**src/rtl/pipe_stage_skid.sv**
```systemverilog
// Valid/ready pipeline stage register with an optional 2-entry skid buffer.
// Main register M drives the outputs. Skid register S holds a younger beat
// when the downstream stalls. State is {s_v, m_v}; 2'b10 is unreachable.
module pipe_stage_skid #(
    parameter int unsigned DATA_W   = 83,
    parameter bit          SKID_EN  = 1'b1,
    parameter bit          CLR_DATA = 1'b1
) (
    input  logic              i_clk,
    input  logic              i_rst,
    input  logic              i_flush,
    input  logic              i_in_valid,
    output logic              o_in_ready,
    input  logic [DATA_W-1:0] i_in_data,
    output logic              o_out_valid,
    input  logic              i_out_ready,
    output logic [DATA_W-1:0] o_out_data,
    output logic [1:0]        o_occupancy
);

    typedef enum logic [1:0] {
        StEmpty = 2'b00,
        StOne   = 2'b01,
        StFull  = 2'b11
    } state_e;

    state_e            r_state;
    state_e            w_state_d;
    logic [DATA_W-1:0] r_m_data;
    logic [DATA_W-1:0] r_s_data;

    logic w_m_v;
    logic w_s_v;
    logic w_in_ready;
    logic w_acc;
    logic w_drn;
    logic w_ld_m_in;
    logic w_ld_m_skid;
    logic w_ld_s;

    // Decode valid bits and handshakes; with the skid buffer in_ready has no out_ready path.
    always_comb begin
        w_m_v = r_state[0];
        w_s_v = r_state[1];
        if (SKID_EN) begin
            w_in_ready = ~w_s_v;
        end else begin
            w_in_ready = ~w_m_v | i_out_ready;
        end
        w_acc = i_in_valid & w_in_ready;
        w_drn = w_m_v & i_out_ready;
    end

    // Next state and register load selects; flush empties the stage regardless of handshakes.
    always_comb begin
        w_state_d   = r_state;
        w_ld_m_in   = 1'b0;
        w_ld_m_skid = 1'b0;
        w_ld_s      = 1'b0;
        unique case (r_state)
            StEmpty: begin
                if (w_acc) begin
                    w_state_d = StOne;
                    w_ld_m_in = 1'b1;
                end
            end
            StOne: begin
                if (w_acc && w_drn) begin
                    w_ld_m_in = 1'b1;
                end else if (w_acc && SKID_EN) begin
                    // Downstream stalled: park the younger beat in S.
                    w_state_d = StFull;
                    w_ld_s    = 1'b1;
                end else if (w_drn) begin
                    w_state_d = StEmpty;
                end
            end
            StFull: begin
                if (w_drn) begin
                    w_state_d   = StOne;
                    w_ld_m_skid = 1'b1;
                end
            end
            default: begin
                w_state_d = StEmpty;
            end
        endcase
        if (i_flush) begin
            w_state_d = StEmpty;
        end
    end

    // State register with synchronous reset.
    always_ff @(posedge i_clk) begin
        if (i_rst) begin
            r_state <= StEmpty;
        end else begin
            r_state <= w_state_d;
        end
    end

    // Payload registers; flush zeroes them only when CLR_DATA is set.
    always_ff @(posedge i_clk) begin
        if (i_rst) begin
            r_m_data <= '0;
            r_s_data <= '0;
        end else if (i_flush) begin
            if (CLR_DATA) begin
                r_m_data <= '0;
                r_s_data <= '0;
            end
        end else begin
            if (w_ld_m_in) begin
                r_m_data <= i_in_data;
            end else if (w_ld_m_skid) begin
                r_m_data <= r_s_data;
            end
            if (w_ld_s) begin
                r_s_data <= i_in_data;
            end
        end
    end

    // Output drive straight from the main register.
    always_comb begin
        o_in_ready  = w_in_ready;
        o_out_valid = w_m_v;
        o_out_data  = r_m_data;
        o_occupancy = {1'b0, w_m_v} + {1'b0, w_s_v};
    end

endmodule

```
**config.mk**
```make
export PLATFORM = sky130hd
export DESIGN_NAME = pipe_stage_skid
export DESIGN_NICKNAME = d
export VERILOG_FILES = /design/src/rtl/pipe_stage_skid.sv
export SDC_FILE = /design/constraint.sdc
export NUM_CORES = 1
export LEC_CHECK = 0
export ABC_AREA = 1
export CORE_UTILIZATION = 40
export DETAILED_ROUTE_END_ITERATION = 16
export GPL_TIMING_DRIVEN = 0
export PLACE_DENSITY = 0.74
export SYNTH_ARGS = -nofsm -noshare
export SYNTH_HDL_FRONTEND = slang
export SYNTH_SLANG_ARGS = --single-unit
```
**constraint.sdc**
```tcl
create_clock -name i_clk -period 2 [get_ports i_clk]
set_clock_uncertainty 0.05 [all_clocks]
set_input_delay 0.3 -clock i_clk [delete_from_list [all_inputs] [get_ports i_clk]]
set_output_delay 0.3 -clock i_clk [all_outputs]
set_load 0.03 [all_outputs]
```
==> results.md <==
- R2R Setup Slk: 0.16 ns
- Worst-Skew Late Latency: 0.43 ns
- Global-route wire length before repair: 36500 um
- Clock root buffer: clkbuf_16
- Cts hold-fix bufs: 0
- Status: complete, no violations
- Antenna diodes: 0
- Total of max-cap violations: 0
- Reg2reg end: o_out_data[37]
- CP max FO: 4
- Largest area contributor in the netlist: dfxtp_1
- Hold slack: 0.377 ns
- Number of I/O port buffers: 174
- Die height: 139 um
- Antenna-violating nets left: 0
- Element type at the critical path start: register
- Seq/Total Area, Yosys: 0.445
- R2r startpoint: r_state[1]
- Slew @ Worst Pin: between 0.8 and 0.9 ns
- Syn Area/Cell: 7.18 um^2
- Number of vias per cell: 5.27
- CTS sink count: 168
- CP Capture Point: o_occupancy[0]
- Ys async rst share: 0
- Worst slack at placement: -0.260 ns
- Combinational Power Share: 0.180
- Final WS setup: 0.0656 ns
- Max H-tree Level: 4
- Critical Path Start: r_state[1]
- Vias: slightly below 8000
- Area growth syn-to-layout: 35.2%
- RSZ-0062 raised after global routing: no
- First-pass detailed-route iteration total: 5
- WP data arrival: around 1.6 ns
- DIE WIDTH: about 140 um
- Synth unique cells: 20
- CP delay by family, top: buffers and inverters
- CP endpoint kind: primary output
- Placer Congestion: approximately 0.83
- Post-detail-place hpwl: 15600 um
- Core area: 0.0182 mm^2
- Die area: 0.0194 mm^2
- Max Buffers Root-to-Sink: 2
- Initial core utilization: 0.415
- Switch Pwr: 2.34 mW
- Fin cells: 1486
- FP Rows: 49
- Wire per inst: 15.2 um
- Final net count: 1336
- Pin count of the biggest net entering global routing: 17
- VDD IR max: between 0.5 and 0.6 mV
- Worst slew margin: 0.459
- Final core occ: 0.560
- Fillers: 1710
- Placed cell count: 1454
- CP cell instances: inv_1, ha_1, clkdlybuf4s15_2
- Design area: about 0.010 mm^2
- PD cells: 834 mW/mm^2
- Crit path required time: 1.65 ns
- Setup bufs post-CTS: 0
- Clock group share of total power: 0.401
- Syn Nets: 1143
- CTS clk-pin slew, worst paths: 0.07 ns
- Buf+Inv Stages, Crit Path: 2
- Layout cells sized above 1: 0.0939
- Post-Route WL: around 23000 um
- Power share of the sequential group: 0.418
- Io pins: roughly 180
- P_leak: 4.35 nW
- Hold Crit Class: in -> reg
- Sw frac: 0.276
- Number of synthesized flops with an enable pin: 0
- GRT Residual Overflow: 0
- Fmax: between 0.5 and 0.6 GHz
- Internal power: approximately 6.2 mW
- Synth top area cells: dfxtp_1 45%, nand2_1 13%, a21oi_1 11%
- Area share of the leading cell type in the synthesized netlist: 0.445
- Min Tclk post-route: a little under 2 ns
- Vias in the first global route: 7211
- Initial antenna violation count: 0
- # DRC: 0
- Gr usage total: 0.232
- Most used DFF post-synth: dfxtp_1
- Period utilization: 0.967
- Max Slew Vio Count: 0
- Crit Path Class: reg -> out
- Synthesized cell area: 0.00755 mm^2
- Cts bufs inserted: 17
- Setup-failing EPs final: 0
- CTS tree: done
- Total power: 8.51 mW
- Worst-path cell with the longest stage delay: dfxtp_2
- Post-Syn Instances: 1051
- Critical Path Stages: 3
- Ys Warns: 0
- Register bit total from synthesis: approximately 170
- DRT iter0 DRCs: 678
- Max incr delay on CP: 0.39 ns
- Sum Neg Setup Slack: 0 ns
- DP Area: 0.00958 mm^2
- Reg2reg path depth: 9
- Endpoints failing hold: 0
==> state kept, by name, indices dropped and copies added (netlist names) <==
name        cells
o_out_data     83
r_s_data       83
r_state         2
==> layout by cell type (no fill, tap or decap), types with 4 or more instances in the layout <==
master and count:
nor2_1 5, o21ai_0 23, clkbuf_1 24, a21oi_1 167, ha_1 4, dfxtp_1 166
nand3_1 84, buf_6 10, inv_1 90, buf_4 16, buf_2 46, o21ai_1 60
clkdlybuf4s50_1 171, nand2_1 259, nand4_1 83, clkbuf_16 17
==> how the worst min path moves through the flow <==
stage	startpoint	to	slack (ns)	cells after the start
4_1_cts	i_in_data[76]	r_s_data[76]	0.37	3
3_5_place_dp	o_out_data[29]	o_out_data[29]	0.44	2
2_1_floorplan	i_in_data[0]	r_s_data[0]	0.40	2
3_3_place_gp	o_out_data[14]	o_out_data[14]	0.43	2
6_report	i_in_data[76]	r_s_data[76]	0.38	3
5_1_grt	i_in_data[76]	r_s_data[76]	0.39	3
==> repair_timing <==
action,CTS,global route
gates resized for setup,7,11
setup endpoints to repair,5,12
hold endpoints to repair,0,0
==> synth_stat cells (5+ instances only) <==
master,n
a21oi_1,167
buf_2,49
buf_4,17
buf_6,8
clkbuf_1,24
dfxtp_1,168
inv_1,90
nand2_1,259
nand3_1,84
nand4_1,83
nor2_1,5
o21ai_0,23
o21ai_1,60
==> routing by layer <==
layer / vias to the layer above / track usage / part of all wire
li1: 3891 / - / -
met1: 3609 / 0.322 / 0.46
met2: 305 / 0.366 / 0.46
met3: 33 / 0.0406 / 0.064
met4: 0 / 0.0725 / 0.017
met5: - / 0 / 0
==> power by group through the flow <==
stage	Combinational, mW	Clock (mW)	Sequential [mW]
final	1.53	3.41	3.56
after global routing	1.67	3.57	3.57
after CTS	1.52	3.43	3.56
after detailed placement	1.51	0	3.63
after global placement	1.50	0	3.63
after floorplan	0.728	0	3.81
==> cell type report <==
| class | instances | area, um^2 | share of cell area |
|---|---|---|---|
| clock inverters | 10 | 141 | 0.0139 |
| well taps | 229 | 287 | 0.0281 |
| flip-flops and latches | 168 | 3370 | 0.330 |
| plain buffers | 99 | 576 | 0.0564 |
| multi-input cells | 692 | 3280 | 0.322 |
| inverters | 92 | 345 | 0.0338 |
| clock buffers | 22 | 464 | 0.0455 |
| repair buffers | 174 | 1740 | 0.171 |
==> worst min-delay path, stage by stage <==
cell	delay (ns)
clkdlybuf4s50_1	0.39
inv_1	0.07
a21oi_1	0.05
==> logic make-up after synthesis <==
group                      count (synthesis)  share of synthesized area
buffers and inverters                    191                      0.119
adders and majority gates                  4                    0.00663
AOI/OAI and AO/OA                        250                      0.166
DFF                                      168                      0.445
and+or+nand+nor                          438                      0.263
(Power assumes the default switching activity.)
